`src/rtl/tcp_rx_seq_ctrl.sv`:
```
// Per-segment receive sequencer: validates each TCP segment against the receive window, forwards
// or discards its payload, tracks rcv_nxt, programs the reorder-buffer base on SYN and requests ACKs.
module tcp_rx_seq_ctrl #(
   parameter int unsigned SEQ_BITS = 32,
   parameter int unsigned LEN_BITS = 16,
   parameter int unsigned CNT_BITS = 16
) (
   input  logic                clk,
   input  logic                rst_n,
   input  logic                hdr_valid,
   output logic                hdr_ready,
   input  logic [SEQ_BITS-1:0] hdr_seq,
   input  logic [LEN_BITS-1:0] hdr_len,
   input  logic                hdr_syn,
   input  logic [7:0]          s_tdata,
   input  logic                s_tvalid,
   input  logic                s_tlast,
   output logic                s_tready,
   output logic [7:0]          rb_tdata,
   output logic                rb_tvalid,
   output logic                rb_tlast,
   input  logic                rb_tready,
   output logic [SEQ_BITS-1:0] rb_seq_start,
   output logic [SEQ_BITS-1:0] rb_seq_base,
   output logic                rb_base_valid,
   input  logic [SEQ_BITS-1:0] rb_window,
   input  logic                dlv_fire,
   output logic                ack_valid,
   input  logic                ack_ready,
   output logic [SEQ_BITS-1:0] ack_seq,
   output logic [SEQ_BITS-1:0] ack_win,
   output logic                synced,
   output logic [SEQ_BITS-1:0] rcv_nxt,
   output logic [CNT_BITS-1:0] drop_cnt
);

   typedef enum logic [2:0] {StIdle, StCheck, StFwd, StDrop, StAck} state_e;

   state_e              state_q, state_d;
   logic [SEQ_BITS-1:0] seq_q, seq_d;
   logic [LEN_BITS-1:0] len_q, len_d;
   logic                syn_q, syn_d;
   logic                synced_q, synced_d;
   logic                drop_ack_q, drop_ack_d;
   logic                alive_q;
   logic [SEQ_BITS-1:0] rcv_nxt_q, rcv_nxt_d;
   logic [CNT_BITS-1:0] drop_cnt_q, drop_cnt_d;
   logic [SEQ_BITS-1:0] seq_start_q, seq_start_d;
   logic [SEQ_BITS-1:0] base_q, base_d;
   logic [SEQ_BITS-1:0] ack_seq_q, ack_seq_d;
   logic [SEQ_BITS-1:0] ack_win_q, ack_win_d;
   logic [SEQ_BITS-1:0] off;
   logic [SEQ_BITS:0]   span;
   logic                fits;
   logic                enter_ack;

   // Offset is taken modulo 2^SEQ_BITS; its MSB marks old/duplicate data.
   assign off  = seq_q - rcv_nxt_q;
   assign span = {1'b0, off} + {{(SEQ_BITS + 1 - LEN_BITS){1'b0}}, len_q};
   assign fits = span <= {1'b0, rb_window};

   always_comb begin
      state_d       = state_q;
      seq_d         = seq_q;
      len_d         = len_q;
      syn_d         = syn_q;
      synced_d      = synced_q;
      drop_ack_d    = drop_ack_q;
      rcv_nxt_d     = rcv_nxt_q;
      drop_cnt_d    = drop_cnt_q;
      seq_start_d   = seq_start_q;
      base_d        = base_q;
      ack_seq_d     = ack_seq_q;
      ack_win_d     = ack_win_q;
      hdr_ready     = 1'b0;
      s_tready      = 1'b0;
      rb_tdata      = 8'h00;
      rb_tvalid     = 1'b0;
      rb_tlast      = 1'b0;
      rb_base_valid = 1'b0;
      ack_valid     = 1'b0;
      enter_ack     = 1'b0;

      if (dlv_fire) rcv_nxt_d = rcv_nxt_q + 1'b1;

      unique case (state_q)
         StIdle: begin
            hdr_ready = alive_q;
            if (hdr_valid && alive_q) begin
               seq_d   = hdr_seq;
               len_d   = hdr_len;
               syn_d   = hdr_syn;
               state_d = StCheck;
            end
         end
         StCheck: begin
            if (syn_q) begin
               // SYN load overrides any same-cycle delivery increment.
               base_d        = seq_q + 1'b1;
               rcv_nxt_d     = seq_q + 1'b1;
               rb_base_valid = 1'b1;
               synced_d      = 1'b1;
               drop_ack_d    = 1'b1;
               state_d       = StDrop;
            end else if (!synced_q || off[SEQ_BITS-1] || !fits) begin
               if (drop_cnt_q != '1) drop_cnt_d = drop_cnt_q + 1'b1;
               drop_ack_d = synced_q;
               state_d    = StDrop;
            end else if (len_q == '0) begin
               enter_ack = 1'b1;
            end else begin
               seq_start_d = seq_q;
               state_d     = StFwd;
            end
         end
         StFwd: begin
            rb_tdata  = s_tdata;
            rb_tvalid = s_tvalid;
            rb_tlast  = s_tlast;
            s_tready  = rb_tready;
            if (s_tvalid && rb_tready && s_tlast) enter_ack = 1'b1;
         end
         StDrop: begin
            s_tready = 1'b1;
            if (len_q == '0 || (s_tvalid && s_tlast)) begin
               if (drop_ack_q) enter_ack = 1'b1;
               else            state_d   = StIdle;
            end
         end
         StAck: begin
            ack_valid = 1'b1;
            if (ack_ready) state_d = StIdle;
         end
         default: state_d = StIdle;
      endcase

      if (enter_ack) begin
         state_d   = StAck;
         ack_seq_d = rcv_nxt_q;
         ack_win_d = rb_window;
      end
   end

   always_ff @(posedge clk or negedge rst_n) begin
      if (!rst_n) begin
         state_q     <= StIdle;
         seq_q       <= '0;
         len_q       <= '0;
         syn_q       <= 1'b0;
         synced_q    <= 1'b0;
         drop_ack_q  <= 1'b0;
         alive_q     <= 1'b0;
         rcv_nxt_q   <= '0;
         drop_cnt_q  <= '0;
         seq_start_q <= '0;
         base_q      <= '0;
         ack_seq_q   <= '0;
         ack_win_q   <= '0;
      end else begin
         state_q     <= state_d;
         seq_q       <= seq_d;
         len_q       <= len_d;
         syn_q       <= syn_d;
         synced_q    <= synced_d;
         drop_ack_q  <= drop_ack_d;
         alive_q     <= 1'b1;
         rcv_nxt_q   <= rcv_nxt_d;
         drop_cnt_q  <= drop_cnt_d;
         seq_start_q <= seq_start_d;
         base_q      <= base_d;
         ack_seq_q   <= ack_seq_d;
         ack_win_q   <= ack_win_d;
      end
   end

   // base_d already carries the new base during the SYN check cycle, alongside the pulse.
   assign rb_seq_base  = base_d;
   assign rb_seq_start = seq_start_q;
   assign ack_seq      = ack_seq_q;
   assign ack_win      = ack_win_q;
   assign synced       = synced_q;
   assign rcv_nxt      = rcv_nxt_q;
   assign drop_cnt     = drop_cnt_q;

endmodule
```
`config.mk`:
```
export PLATFORM = sky130hd
export DESIGN_NAME = tcp_rx_seq_ctrl
export DESIGN_NICKNAME = d
export VERILOG_FILES = /design/src/rtl/tcp_rx_seq_ctrl.sv
export SDC_FILE = /design/constraint.sdc
export NUM_CORES = 1
export LEC_CHECK = 0
export BUFFER_PORTS_ARGS = -buffer_cell sky130_fd_sc_hd__buf_2
export CORE_UTILIZATION = 50
export DETAILED_ROUTE_END_ITERATION = 16
export PLACE_DENSITY = 0.79
export SLEW_MARGIN = 20
export SYNTH_ARGS = -nofsm -noshare
export SYNTH_HDL_FRONTEND = slang
export SYNTH_SLANG_ARGS = --single-unit
```
`constraint.sdc`:
```
create_clock -name clk -period 7.4 [get_ports clk]
set_clock_uncertainty 0.15 [all_clocks]
set_input_delay 1.11 -clock clk [delete_from_list [all_inputs] [get_ports clk]]
set_output_delay 1.11 -clock clk [all_outputs]
set_load 0.01 [all_outputs]
```
; After elaboration in Yosys (flattened, before gate mapping)
; Index checks and enable logic that the tools add are counted.
[classes]
n_eq_ne = 11
addsub = 5
magnitude_cmp = 1
reduce_logical = 18
muxes = 31
n_bitwise = 3
[op_table]
columns = op, n
row1 = $mux 32, 5
row2 = $add 32x1->32 const B, 2
row3 = $add 32x16->33, 1
row4 = $le 33x32->1, 1
row5 = $sub 32x32->32, 1
row6 = $mux 3, 8
row7 = $add 16x1->16 const B, 1
row8 = $logic_not 16->1, 1
row9 = $ne 16x16->1 const B, 1
row10 = $pmux 3 s5, 1
row11 = $mux 1, 14
row12 = $ne 3x3->1 const B, 4
row13 = $mux 8, 1
row14 = $reduce_and 4->1, 2
row15 = $eq 3x2->1 const B, 2
row16 = $reduce_and 2->1, 3
row17 = $reduce_and 6->1, 1
row18 = $ne 5x5->1 const B, 1
row19 = $logic_and 1x1->1, 4
row20 = $eq 3x1->1 const B, 1
row21 = $eq 3x3->1 const B, 1
row22 = $logic_not 3->1, 1
row23 = $logic_or 1x1->1, 3
row24 = $not 1->1, 3
row25 = 5 further kinds, 6
[totals]
register_bits = 231
word_cells = 82

; Longest topological paths before layout
[depth]
ltp_word = 10
ltp_mapped = 32
mapped_depth_nobuf = 30

; Least setup slack after synthesis
; No wires, ideal clock.
[synth_path]
path_kind = reg2reg
from = register rcv_nxt_q[3], in the netlist rcv_nxt[3]
to = register seq_start_q[17], in the netlist rb_seq_start[17]
t_arrival_ns = 5.959
setup_slack_ns = 1.166
synth_period_minus_slack_ns = 6.234
stages_incl_launch_ff = 32
n_path_buf = 2
cell_sequence = dfrtp_1 > inv_1 > ha_1 > a21o_1 > a21oi_1 > nand2_1 > a21o_1 > a21o_1 > a21oi_1 > o21bai_1 > xor2_1 > ha_1 > a21o_1 > a21oi_1 > o21bai_1 > a31o_2 > a41oi_1 > o21a_1 > or3_4 > xor2_1 > ha_1 > a21o_1 > a21o_1 > a21oi_1 > nor2_1 > nor4_1 > a221oi_1 > a2111oi_4 > and2_1 > buf_4 > buf_6 > mux2_2
[synth_between]
elab_chain_cells = 7
word_cells_on_any_way = 8
classes_between = add/sub (2) / order compare (1) / bitwise (1) / reduce/logical (4)
[synth_rtl]
columns = item, line_no
row1 = start: declaration, 46  ; logic [SEQ_BITS-1:0] rcv_nxt_q, rcv_nxt_d;
row2 = start signal: assignment, 167  ; rcv_nxt_q <= rcv_nxt_d;
row3 = $sub 32x32->32 *, 58  ; assign off = seq_q - rcv_nxt_q;
row4 = $add 32x16->33, 59  ; assign span = {1'b0, off} + {{(SEQ_BITS + 1 - LEN_BITS){1'b0}}, len_q};
row5 = $le 33x32->1, 60  ; assign fits = span <= {1'b0, rb_window};
row6 = $logic_not 1->1, 105  ; end else if (!synced_q || off[SEQ_BITS-1] || !fits) begin
row7 = $logic_or 1x1->1 *, 105
row8 = $not 1->1 (no source line) *, n/a
row9 = $reduce_and 4->1 (no source line) *, n/a
row10 = end signal: assignment, 169  ; seq_start_q <= seq_start_d;
row11 = end: declaration, 48  ; logic [SEQ_BITS-1:0] seq_start_q, seq_start_d;
; Every way passes the cells marked *; elsewhere a longest branch is shown, timed or not.
; A chain may end at the register's enable or synchronous reset.

; Worst setup path in the final report
[layout_path]
from = register rcv_nxt_q[3], in the netlist rcv_nxt[3]
to = register seq_start_q[2], in the netlist rb_seq_start[2]
; Same word-level chain as after synthesis.

==> results.tsv <==
metric	value	unit
setup_repair_bufs_after_cts	0	
cts_max_path_buffers	3	
critPathMaxStageDelay	0.41	ns
netlist_instances	1362	
slew_limit_headroom	34.7	%
syn-cell-area	0.0139	mm^2
number_of_antenna_violations_at_the_first_check_in_global_routing	0	
final-setup-viol-count	0	
route.detailed.vias_per_inst	5.45	
grt_max_degree	88	
setup.worst_path.start_class	flip-flop	
row_count	60	
design.die.area	0.0285	mm^2
cts_max_level	1	
finalNetCount	1830	
clock_tree.root_cell	sky130_fd_sc_hd__clkbuf_16	
most-common-layout-cells	sky130_fd_sc_hd__buf_2 (286), sky130_fd_sc_hd__dfrtp_1 (231), sky130_fd_sc_hd__a21oi_1 (116)	
final_hpwl_dp	26500	um
seq_area_frac_synth	41.5	%
layout_commonest_cell	sky130_fd_sc_hd__buf_2	
io-pin-count	288	
floorplan.die.height	169	um
gp_routability_congestion	0.929	
first_global_vias	10900	
hold_viol	0	
crit_slowest_cell	sky130_fd_sc_hd__dfrtp_1	
final_antenna_net_count	0	
antenna_cells_inserted	0	
synth_fp_nets	1545	
wire_per_inst	17.3	um
final_layout_size_suffix_gt1_share	30.5	%
detailed_place.area	0.0157	mm^2
rsz0062_at_grt	false	
numCtsBuffers	25	
cp-end-kind	flip-flop	
port-buffer-count	287	
totalWireLength	35200	um
timing.fmax	142	MHz
hold_slack	0.333	ns
post_synth_edffs	0	
synth.avg_cell_area	10.2	um^2
globalRouteOverflowTotal	0	
worstSkewPairLatency	0.55	ns
synthDistinctLibCells	80	
status	complete, no violations	
drv_slew	0	
synth-warning-count	0	
core_area	0.0272	mm^2
reg2reg_setup_slack	0.36	ns
critPathMaxFanout	32	
ys_seq_elements	231	
drt_first_pass_iters	5	
cp_data_arrival_time	7.31	ns
grt_pass1_wl	56400	um
synth_async_sr_flop_share	100	%
synthFlopType	sky130_fd_sc_hd__dfrtp_1	
grt.total_usage	24.5	%
layout.filler_cells	2278	
cts_tree	built	
drv.max_cap_violation_count	0	
start_util	51.3	%
setup_total_negative_slack	0	ns
timing_worst_setup_path_type	reg2reg	
die_w	169	um
postLayoutCellArea	0.0166	mm^2
post_cts_resized	0	
worst_slew_pin_slew	0.973	ns
numClockSinks	231	
hold_path.class	reg2reg	
layout_worst_path_cycle_share	95.1	%
dr.first_iter.drc_count	799	
post_cts_hold_buffers	0	
clkSlewWorstSetupHoldPaths	0.06	ns
fin_crit	7.04	ns
residual_drc	0	
timing.critical_path.required	7.67	ns
num_vias	11100	
area.growth.synth_to_final	19.5	%
[logic make-up (layout without fill, tap and decap cells)]
kind of cell | count (synthesis) | in the layout | synth area share (%)
buffers and inverters | 130 | 433 | 4.06
muxes | 151 | 151 | 13.2
AOI/OAI and AO/OA | 256 | 256 | 11.7
DFF | 231 | 231 | 41.5
xor gates and xnor gates | 124 | 124 | 7.80
other | 1 | 1 | 0.0269
and+or+nand+nor | 383 | 383 | 13.9
adders and majority gates | 86 | 86 | 7.83
[worst max-delay path, delay by kind of cell (launching register included)]
kind / cells / cell delay [ns]
XOR/XNOR: 2 / 0.31
AO/OA/AOI/OAI: 16 / 2.83
buffers and inverters: 2 / 0.31
multiplexers: 1 / 0.37
adder cells (fa/ha/maj): 3 / 0.97
flip-flops: 1 / 0.41
AND/OR/NAND/NOR: 7 / 1.56
[metal layers]
layer  global-route usage (%)  vias up  routed length (um)
li1                         -     5380                   -
met2                     38.5      337               15500
met3                     3.67       81                1890
met5                        0        -                   0
met1                     33.7     5307               16300
met4                     10.3        0                1470
[stage by stage]
step	setup WS, ns	utilization (%)	std cells
detailed placement	0.317	57.9	1992
global route	0.00500	61.2	2037
global placement	0.560	57.9	1992
finish	0.364	61.2	2037
CTS	0.279	61.2	2037
floorplan	1.17	-	1362
[state kept, by name, indices dropped and copies added (netlist names)]
name / count
len_q: 16
alive_q: 1
drop_cnt: 16
drop_ack_q: 1
syn_q: 1
base_q: 32
ack_seq: 32
state_q: 3
ack_win: 32
seq_q: 32
rb_seq_start: 32
rcv_nxt: 32
synced: 1
[Yosys cell counts (5+ instances only)]
| cell type | n | area [um^2] |
|---|---|---|
| sky130_fd_sc_hd__dfrtp_1 | 231 | 5780 |
| sky130_fd_sc_hd__a21oi_1 | 116 | 581 |
| sky130_fd_sc_hd__nor2_1 | 113 | 424 |
| sky130_fd_sc_hd__mux2_2 | 101 | 1140 |
| sky130_fd_sc_hd__inv_1 | 90 | 338 |
| sky130_fd_sc_hd__nand2_1 | 85 | 319 |
| sky130_fd_sc_hd__ha_1 | 84 | 1050 |
| sky130_fd_sc_hd__xnor2_1 | 78 | 683 |
| sky130_fd_sc_hd__xor2_1 | 46 | 403 |
| sky130_fd_sc_hd__mux2_4 | 38 | 571 |
| sky130_fd_sc_hd__a21o_1 | 35 | 263 |
| sky130_fd_sc_hd__nand3_1 | 31 | 155 |
| sky130_fd_sc_hd__nor3_1 | 30 | 150 |
| sky130_fd_sc_hd__o21ai_0 | 29 | 145 |
| sky130_fd_sc_hd__nand4_1 | 27 | 169 |
| sky130_fd_sc_hd__and2_1 | 17 | 106 |
| sky130_fd_sc_hd__clkbuf_1 | 14 | 52.6 |
| sky130_fd_sc_hd__and3_1 | 12 | 75.1 |
| sky130_fd_sc_hd__nor4_1 | 11 | 68.8 |
| sky130_fd_sc_hd__o21a_1 | 11 | 82.6 |
| sky130_fd_sc_hd__buf_1 | 10 | 37.5 |
| sky130_fd_sc_hd__o21bai_1 | 10 | 75.1 |
| sky130_fd_sc_hd__and4_1 | 9 | 78.8 |
| sky130_fd_sc_hd__buf_6 | 9 | 101 |
| sky130_fd_sc_hd__nand2b_1 | 9 | 56.3 |
| sky130_fd_sc_hd__mux2_1 | 8 | 90.1 |
| sky130_fd_sc_hd__nor2b_1 | 7 | 43.8 |
| sky130_fd_sc_hd__nor3b_1 | 7 | 52.6 |
| sky130_fd_sc_hd__o211ai_1 | 7 | 52.6 |
| sky130_fd_sc_hd__a31oi_1 | 5 | 31.3 |
| sky130_fd_sc_hd__nor4b_1 | 5 | 43.8 |
[path summary, 6_finish.rpt]
path,from,endpoint,cells past startpoint
worst max-delay path,rcv_nxt[3]$_DFF_PN0_,rb_seq_start[2]$_DFFE_PN0P_,31
worst min-delay path,rb_seq_start[21]$_DFFE_PN0P_,rb_seq_start[21]$_DFFE_PN0P_,1
worst max register to register,rcv_nxt[3]$_DFF_PN0_,rb_seq_start[2]$_DFFE_PN0P_,31
worst min register to register,rb_seq_start[21]$_DFFE_PN0P_,rb_seq_start[21]$_DFFE_PN0P_,1
max in group asynchronous,rst_n,base_q[16]$_DFF_PN0_,2
min in group asynchronous,rst_n,seq_q[5]$_DFFE_PN0P_,1
[layout make-up]
cell class	instances	area, um^2	share of cell area (%)
multi-input combinational	1001	7610	45.7
sequential	231	5780	34.7
tap	372	465	2.80
clock buffer	33	716	4.30
inverter	91	343	2.06
timing repair buffer	297	1550	9.31
clock inverter	12	180	1.08
Power is left out: the tool's default activity adds up to more than one toggle a clock period on the data nets, which glitch-free logic cannot reach.
